--- src/rtl/cache_wb_axi_writer_pkg.sv ---
// Shared cache package: AXI3 encodings, default line geometry and the
// writeback FSM state type used by cache_wb_axi_writer.
package cache_wb_axi_writer_pkg;

    // Default line geometry: 20 + 6 + 6 = 32-bit physical address.
    localparam int DEF_CACHE_LINE_WIDTH = 6;   // log2 line bytes (64B)
    localparam int DEF_TAG_WIDTH        = 20;
    localparam int DEF_INDEX_WIDTH      = 6;
    localparam logic [3:0] DEF_AXI_ID   = 4'd1;

    // AXI3 encodings
    localparam logic [1:0] BURST_INCR      = 2'b01;
    localparam logic [2:0] SIZE_4B         = 3'b010;
    localparam int         RESP_SLVERR_BIT = 1;   // BRESP[1] set => SLVERR/DECERR
    localparam logic [3:0] WSTRB_ALL       = 4'hF;

    typedef enum logic [1:0] {
        WB_IDLE = 2'd0,
        WB_AW   = 2'd1,
        WB_W    = 2'd2,
        WB_B    = 2'd3
    } wb_state_e;

endpackage

--- src/rtl/cache_wb_axi_writer.sv ---
// Writeback engine: drains a dirty cache line word by word through the line
// read port and sends it as one AXI3 INCR write burst, then waits for BRESP.
//
// Ports:
//   clk, rst_n              clock, synchronous active-low reset
//   wb_req/wb_tag/wb_index  writeback request (sampled in IDLE only)
//   wb_busy/wb_done/wb_err  status; wb_done is a 1-cycle pulse, wb_err valid with it
//   line_roff/line_rdata    line read port; rdata is data[roff of previous cycle]
//   aw*/w*/b*               AXI3 write address, write data and response channels
module cache_wb_axi_writer
    import cache_wb_axi_writer_pkg::*;
#(
    parameter int         CACHE_LINE_WIDTH = DEF_CACHE_LINE_WIDTH,
    parameter int         TAG_WIDTH        = DEF_TAG_WIDTH,
    parameter int         INDEX_WIDTH      = DEF_INDEX_WIDTH,
    parameter int         OFFSET_WIDTH     = CACHE_LINE_WIDTH - 2,
    parameter logic [3:0] AXI_ID           = DEF_AXI_ID
) (
    input  logic                    clk,
    input  logic                    rst_n,

    input  logic                    wb_req,
    input  logic [TAG_WIDTH-1:0]    wb_tag,
    input  logic [INDEX_WIDTH-1:0]  wb_index,
    output logic                    wb_busy,
    output logic                    wb_done,
    output logic                    wb_err,

    output logic [OFFSET_WIDTH-1:0] line_roff,
    input  logic [31:0]             line_rdata,

    output logic [3:0]              awid,
    output logic [31:0]             awaddr,
    output logic [3:0]              awlen,
    output logic [2:0]              awsize,
    output logic [1:0]              awburst,
    output logic                    awvalid,
    input  logic                    awready,

    output logic [3:0]              wid,
    output logic [31:0]             wdata,
    output logic [3:0]              wstrb,
    output logic                    wlast,
    output logic                    wvalid,
    input  logic                    wready,

    input  logic [3:0]              bid,
    input  logic [1:0]              bresp,
    input  logic                    bvalid,
    output logic                    bready
);

    // Burst length follows the line geometry: one beat per 32-bit word.
    localparam logic [3:0]              AWLEN    = 4'((1 << OFFSET_WIDTH) - 1);
    localparam logic [OFFSET_WIDTH-1:0] LAST_PTR = '1;

    wb_state_e               state, state_nx;
    logic [OFFSET_WIDTH-1:0] ptr;
    logic [TAG_WIDTH-1:0]    tag_q;
    logic [INDEX_WIDTH-1:0]  index_q;

    logic accept, w_hs, b_hs;

    // bid is not checked and only the error bit of BRESP matters.
    logic unused_inputs;
    assign unused_inputs = ^{bid, bresp[0]};

    assign accept = (state == WB_IDLE) && wb_req;
    assign w_hs   = wvalid && wready;
    assign b_hs   = bvalid && bready;

    // Constant / latched channel fields.
    assign awid    = AXI_ID;
    assign awaddr  = {tag_q, index_q, {CACHE_LINE_WIDTH{1'b0}}};
    assign awlen   = AWLEN;
    assign awsize  = SIZE_4B;
    assign awburst = BURST_INCR;
    assign wid     = AXI_ID;
    assign wstrb   = WSTRB_ALL;
    assign wdata   = line_rdata;
    assign wlast   = (ptr == LAST_PTR);
    assign wb_busy = (state != WB_IDLE);

    // Look one word ahead on a handshake so the read port output lines up
    // with the next beat; with wready low the address (and wdata) hold.
    // Outside W the port points at word 0, so it is ready on entering W.
    assign line_roff = (state == WB_W) ? (ptr + OFFSET_WIDTH'(w_hs)) : '0;

    always_ff @(posedge clk) begin
        if (!rst_n) begin
            state   <= WB_IDLE;
            ptr     <= '0;
            tag_q   <= '0;
            index_q <= '0;
            wb_done <= 1'b0;
            wb_err  <= 1'b0;
        end else begin
            state   <= state_nx;
            wb_done <= b_hs;
            wb_err  <= b_hs && bresp[RESP_SLVERR_BIT];
            if (accept) begin
                tag_q   <= wb_tag;
                index_q <= wb_index;
                ptr     <= '0;
            end else if (w_hs) begin
                // Wraps LAST_PTR -> 0 on the final beat.
                ptr <= ptr + 1'b1;
            end
        end
    end

    always_comb begin
        state_nx = state;
        awvalid  = 1'b0;
        wvalid   = 1'b0;
        bready   = 1'b0;
        unique case (state)
            WB_IDLE: if (wb_req) state_nx = WB_AW;
            WB_AW: begin
                awvalid = 1'b1;
                if (awready) state_nx = WB_W;
            end
            WB_W: begin
                wvalid = 1'b1;
                if (wready && wlast) state_nx = WB_B;
            end
            WB_B: begin
                bready = 1'b1;
                if (bvalid) state_nx = WB_IDLE;
            end
            default: state_nx = WB_IDLE;
        endcase
    end

endmodule

--- config.mk ---
export PLATFORM = sky130hd
export DESIGN_NAME = cache_wb_axi_writer
export DESIGN_NICKNAME = d
export VERILOG_FILES = /design/src/rtl/cache_wb_axi_writer_pkg.sv /design/src/rtl/cache_wb_axi_writer.sv
export SDC_FILE = /design/constraint.sdc
export NUM_CORES = 1
export LEC_CHECK = 0
export BUFFER_PORTS_ARGS = -buffer_cell sky130_fd_sc_hd__buf_2
export CAP_MARGIN = 30
export CORE_ASPECT_RATIO = 0.6
export CORE_MARGIN = 3
export CORE_UTILIZATION = 34
export CTS_CLUSTER_SIZE = 10
export DETAILED_ROUTE_END_ITERATION = 16
export PLACE_DENSITY = 0.82
export SYNTH_ARGS = -nofsm -noshare
export SYNTH_HDL_FRONTEND = slang
export SYNTH_SLANG_ARGS = --single-unit
--- constraint.sdc ---
create_clock -name clk -period 1.7 [get_ports clk]
set_clock_uncertainty 0.15 [all_clocks]
set_input_delay 0 -clock clk [delete_from_list [all_inputs] [get_ports clk]]
set_output_delay 0 -clock clk [all_outputs]
set_load 0.005 [all_outputs]
# Yosys cells after proc, flatten, opt, wreduce, memory -nomap -nowiden
# Cells that the tools add are included.
[word_totals]
in_bits = 70
regBits = 34
[op_classes]
add_sub_neg = 2
bitwise = 1
n_eq_ne = 8
n_reduce_logical = 9
mux = 9
[ops]
columns = ["cell", "count"]
rows = [
  ["$mux 2", 4],
  ["$pmux 2 s4", 1],
  ["$ne 2x2->1 const B", 3],
  ["$logic_and 1x1->1", 5],
  ["$add 4x1->4", 1],
  ["$add 4x1->4 const B", 1],
  ["$eq 2x2->1 const B", 2],
  ["$eq 4x4->1 const B", 1],
  ["$mux 4", 1],
  ["$reduce_and 4->1", 1],
  ["$mux 1", 3],
  ["$eq 2x1->1 const B", 1],
  ["$logic_not 2->1", 1],
  ["$ne 2x1->1 const B", 1],
  ["$reduce_bool 2->1", 1],
  ["$reduce_or 2->1", 1],
  ["$not 1->1", 1],
]

# Depth between registers and ports, before layout
[depth]
word_depth = 5
depth_mapped = 8
ltp_nobuf = 8

# Worst setup path after synthesis
# OpenSTA, ideal clock, no wires.
[synth_timing]
path_type = "register -> output"
startpoint = "register state[0]"
endpoint = "output port line_roff[2]"
stages_incl_launch_ff = 9
arrival_ps = 1597
t_required_ps = 1550
path_slack_ps = -47
cell_sequence = "dfxtp_1 inv_1 ha_1 nand2_1 inv_1 ha_1 ha_1 xor2_1 and2_1"
[synth_via]
elab_chain_cells = 5
[synth_lines]
columns = ["item", "line_no", "text"]
rows = [
  ["from (decl)", "cache_wb_axi_writer.sv:57", "wb_state_e state, state_nx;"],
  ["from (signal assigned)", "cache_wb_axi_writer.sv:98", "state <= state_nx;"],
  ["$eq 2x2->1", "cache_wb_axi_writer.sv:117", "unique case (state)"],
  ["$mux 1", "cache_wb_axi_writer.sv:117", ""],
  ["via wvalid", "cache_wb_axi_writer.sv:44", "output logic wvalid,"],
  ["$logic_and 1x1->1", "cache_wb_axi_writer.sv:69", "assign w_hs = wvalid && wready;"],
  ["$add 4x1->4", "cache_wb_axi_writer.sv:87", "assign line_roff = (state == WB_W) ? (ptr + OFFSET_WIDTH'(w_hs)) : '0;"],
  ["$mux 4", "cache_wb_axi_writer.sv:87", ""],
  ["to (decl)", "cache_wb_axi_writer.sv:29", "output logic [OFFSET_WIDTH-1:0] line_roff,"],
]
# The timed path passes the listed nets, and every way through them passes these cells.

# Worst setup path after layout
[layout_timing]
startpoint = "register state[0]"
endpoint = "output port line_roff[2]"
[layout_via]
elab_chain_cells = 5
[layout_lines]
columns = ["item", "line_no"]
rows = [
  ["$eq 2x2->1 *", "cache_wb_axi_writer.sv:87, cache_wb_axi_writer.sv:117"],
  ["$mux 1", "cache_wb_axi_writer.sv:117"],
  ["$logic_and 1x1->1", "cache_wb_axi_writer.sv:69"],
  ["$add 4x1->4", "cache_wb_axi_writer.sv:87"],
  ["$mux 4 *", "cache_wb_axi_writer.sv:87"],
]
# Mark *: on every way between the ends. The rest lies on a longest branch, timed or not.

==> flow_summary_export.csv <==
group,metric,value,unit
global_routing,grt_pass1_wl,8130,um
sta,fmax,565,MHz
clocking,numCtsBuffers,5,
global_routing,grt_antenna_before_repair,0,
worst_hold_path,hold_path.class,"primary input to flop",
yosys,yosys_warnings,0,
yosys,synth_cell_types,26,
drt,antenna_left,0,
yosys,netlist_area,1920,um^2
yosys,ys_seq_elements,34,
sta,finalCritPeriodShare,1.04,
drt,firstDrtPassIters,4,
drt,via_count,1695,
clocking,cts_tree,"built",
worst_setup_path,critical-path-max-stage-delay,0.34,ns
sta,drv_slew,0,
yosys,syn_area_per_cell,8.36,um^2
worst_setup_path,path_buf_inv,3,
floorplan,initial_core_util,0.366,
global_routing,grt_pass1_vias,1702,
power,power.switching,0.947,mW
sta,layout_min_cycle_time,1.77,ns
floorplan,io_pins,166,
outcome,outcome,"finished with violations",
sta,hold_viol,0,
floorplan,die_area,6620,um^2
yosys,synth_top_cell_area_share,0.354,
placement,gp_congestion,0.752,
power,leakagePower,1.36,nW
cells_and_area,diodes,0,
floorplan,die_h,64.3,um
cells_and_area,fillers,470,
job,cap_violations,0,
drt,avgViaCountPerCell,4.23,
worst_setup_path,crit_fanout,2,
sta,setup_slack,-0.0711,ns
placement,io_buffers,69,
worst_setup_path,slowest_stage,"dfxtp_2",
worst_setup_path,path_common_cell,"ha_4",
outcome,violations,"setup timing",
worst_setup_path,crit_path_end_kind,"primary output",
sta,hold_slack,0.0922,ns
power,sw_frac_of_total,0.337,
power,p_seq_frac,0.365,
floorplan,fp.coreArea,5260,um^2
worst_setup_path,arrival,1.62,ns
power,p_int,1.86,mW
power,peakVddDrop,387,uV
cells_and_area,nNetsFinal,414,
placement,dpl_cell_area,2030,um^2
sta,rsz0062_at_grt,"yes",
power,combPwrFrac,0.429,
clocking,clock_sinks,34,
drt,routedWlPerCell,14.0,um
global_routing,grt_overflow,0,
drt,drc,0,
clocking,htree_num_levels,2,
cells_and_area,final_cells,401,
worst_setup_path,crit_chain,"inv_2 > ha_4 > nand2_4 > inv_2 > ha_4 > ha_4 > xor2_1 > and2_1 > buf_2",
yosys,synth_top_area_cell,"dfxtp_1",
clocking,ctsRootBufferMaster,"clkbuf_8",
power,clockPowerShare,0.205,
clocking,clkTransAtPathRegs,0.07,ns
floorplan,num_rows,20,
worst_setup_path,criticalPathCategory,"flop to primary output",
clocking,clk_latency,0.27,ns
global_routing,grt_max_degree,32,
yosys,ys_top_cells_by_area,"dfxtp_1, buf_4, nand2_1",
cells_and_area,stdcell_area,2850,um^2
sta,setup_viol,3,
cells_and_area,areaGrowthSynthToFinish,48.1,%
power,powerDensity,986,nW/um^2
worst_setup_path,cpLargestDelayFamily,"adder cells",
sta,slew_headroom,0.655,
sta,tightest_slew,0.518,ns
global_routing,grt_usage,0.159,
cells_and_area,drive_gt1_frac,0.313,
floorplan,die_w,103,um
drt,first_iter_violations,55,
worst_setup_path,cp.required,1.55,ns
placement,hpwlAfterDp,3020,um
worst_setup_path,startpoint_type,"flop",
drt,wl,5600,um
yosys,seq_area_frac_synth,0.354,
sta,finalSetupTns,-0.121,ns
yosys,netlist_instances,230,
placement,place_inst,330,
clocking,clockBufferDepth,2,
==> area by class of cell <==
class	instances	area, um^2	share of cell area
clock buffers	6	82.6	0.0290
inverters	4	15.0	0.00527
multi-input cells	150	922	0.324
flip-flops and latches	34	688	0.242
well taps	66	82.6	0.0290
repair buffers	141	1060	0.371
==> final timing paths <==
kind | start | to | slack (ns) | depth (start not counted)
worst max-delay path | state[0] | line_roff[2] | -0.07 | 9
worst min-delay path | rst_n | tag_q[17] | 0.09 | 2
worst max register to register | state[0] | state[1] | -0.05 | 5
worst min register to register | index_q[4] | index_q[4] | 0.31 | 2
==> kinds of logic (layout without fill, tap and decap cells) <==
kind of cell               count (synthesis)  count (layout)  synth area share
DFF                                       34              34             0.354
AOI/OAI and AO/OA                         32              32             0.133
and+or+nand+nor                           78              78             0.177
other                                      2              27           0.00391
adders and majority gates                  8               8            0.0521
muxes                                      1               1           0.00521
xor gates and xnor gates                   4               4            0.0182
buffers and inverters                     71             151             0.256
==> layer usage <==
layer / vias up / routed length [um] / track usage / share of wire
met5: - / 0 / 0 / 0
met4: 0 / 0 / 0.0323 / 0
met3: 0 / 322 / 0.0491 / 0.058
met2: 54 / 3110 / 0.309 / 0.56
met1: 788 / 2160 / 0.165 / 0.39
li1: 853 / - / - / -
==> synthesized netlist by cell type (all sizes together) <==
library cell	count
buf	63
nand2	58
dfxtp	34
a21boi	26
ha	8
and2	6
clkbuf	4
inv	4
nand3	4
nor2b	3
xor2	3
a21oi	2
and3	2
conb	2
nor2	2
a2111oi	1
mux2i	1
nand4	1
o21ai	1
o21ba	1
o41ai	1
or2	1
or3	1
xnor2	1
==> metrics by stage <==
stage	power, mW	worst slack (ns)	util
after floorplan	1.67	0.0377	-
after global placement	1.93	0.0702	0.387
after detailed placement	1.96	-0.00240	0.387
after CTS	2.74	-0.0606	0.532
after global routing	3.02	-0.125	0.542
final	2.81	-0.0711	0.542
==> registers in the layout, indices dropped and copies added (netlist names) <==
signal,flops
tag_q,20
index_q,6
ptr,4
state,2
wb_done,1
wb_err,1
==> placed cells by master (no fill, tap or decap), types with 2 or more instances in the layout <==
master,synthesis,final
inv_1,4,2
dfxtp_2,0,3
and2_1,6,4
buf_2,4,68
nand2_1,58,57
conb_1,2,27
clkbuf_8,0,6
dfxtp_1,34,30
ha_1,8,5
dlygate4sd3_1,0,61
nand3_1,4,4
buf_4,59,10
a21oi_1,2,2
nor2_1,2,2
inv_2,0,2
nor2b_1,3,2
ha_4,0,3
a21boi_0,26,26
xor2_1,3,3
==> power groups by stage <==
stage          combinational, mW  sequential [mW]  clock, mW
4_1_cts                     1.10             1.02      0.615
3_5_place_dp               0.934             1.02          0
6_report                    1.21             1.03      0.576
2_1_floorplan              0.630             1.03          0
3_3_place_gp               0.914             1.01          0
5_1_grt                     1.34             1.04      0.634
==> what timing repair did <==
action / CTS / global route
gates cloned: 0 / 0
endpoints found under the hold margin: 62 / 0
hold buffers: 61 / 0
setup buffers: 3 / 1
resized for setup: 12 / 10
pin swaps: 3 / 2
endpoints found under the setup margin: 5 / 26
No activity file was read; power rests on OpenSTA's default activity.
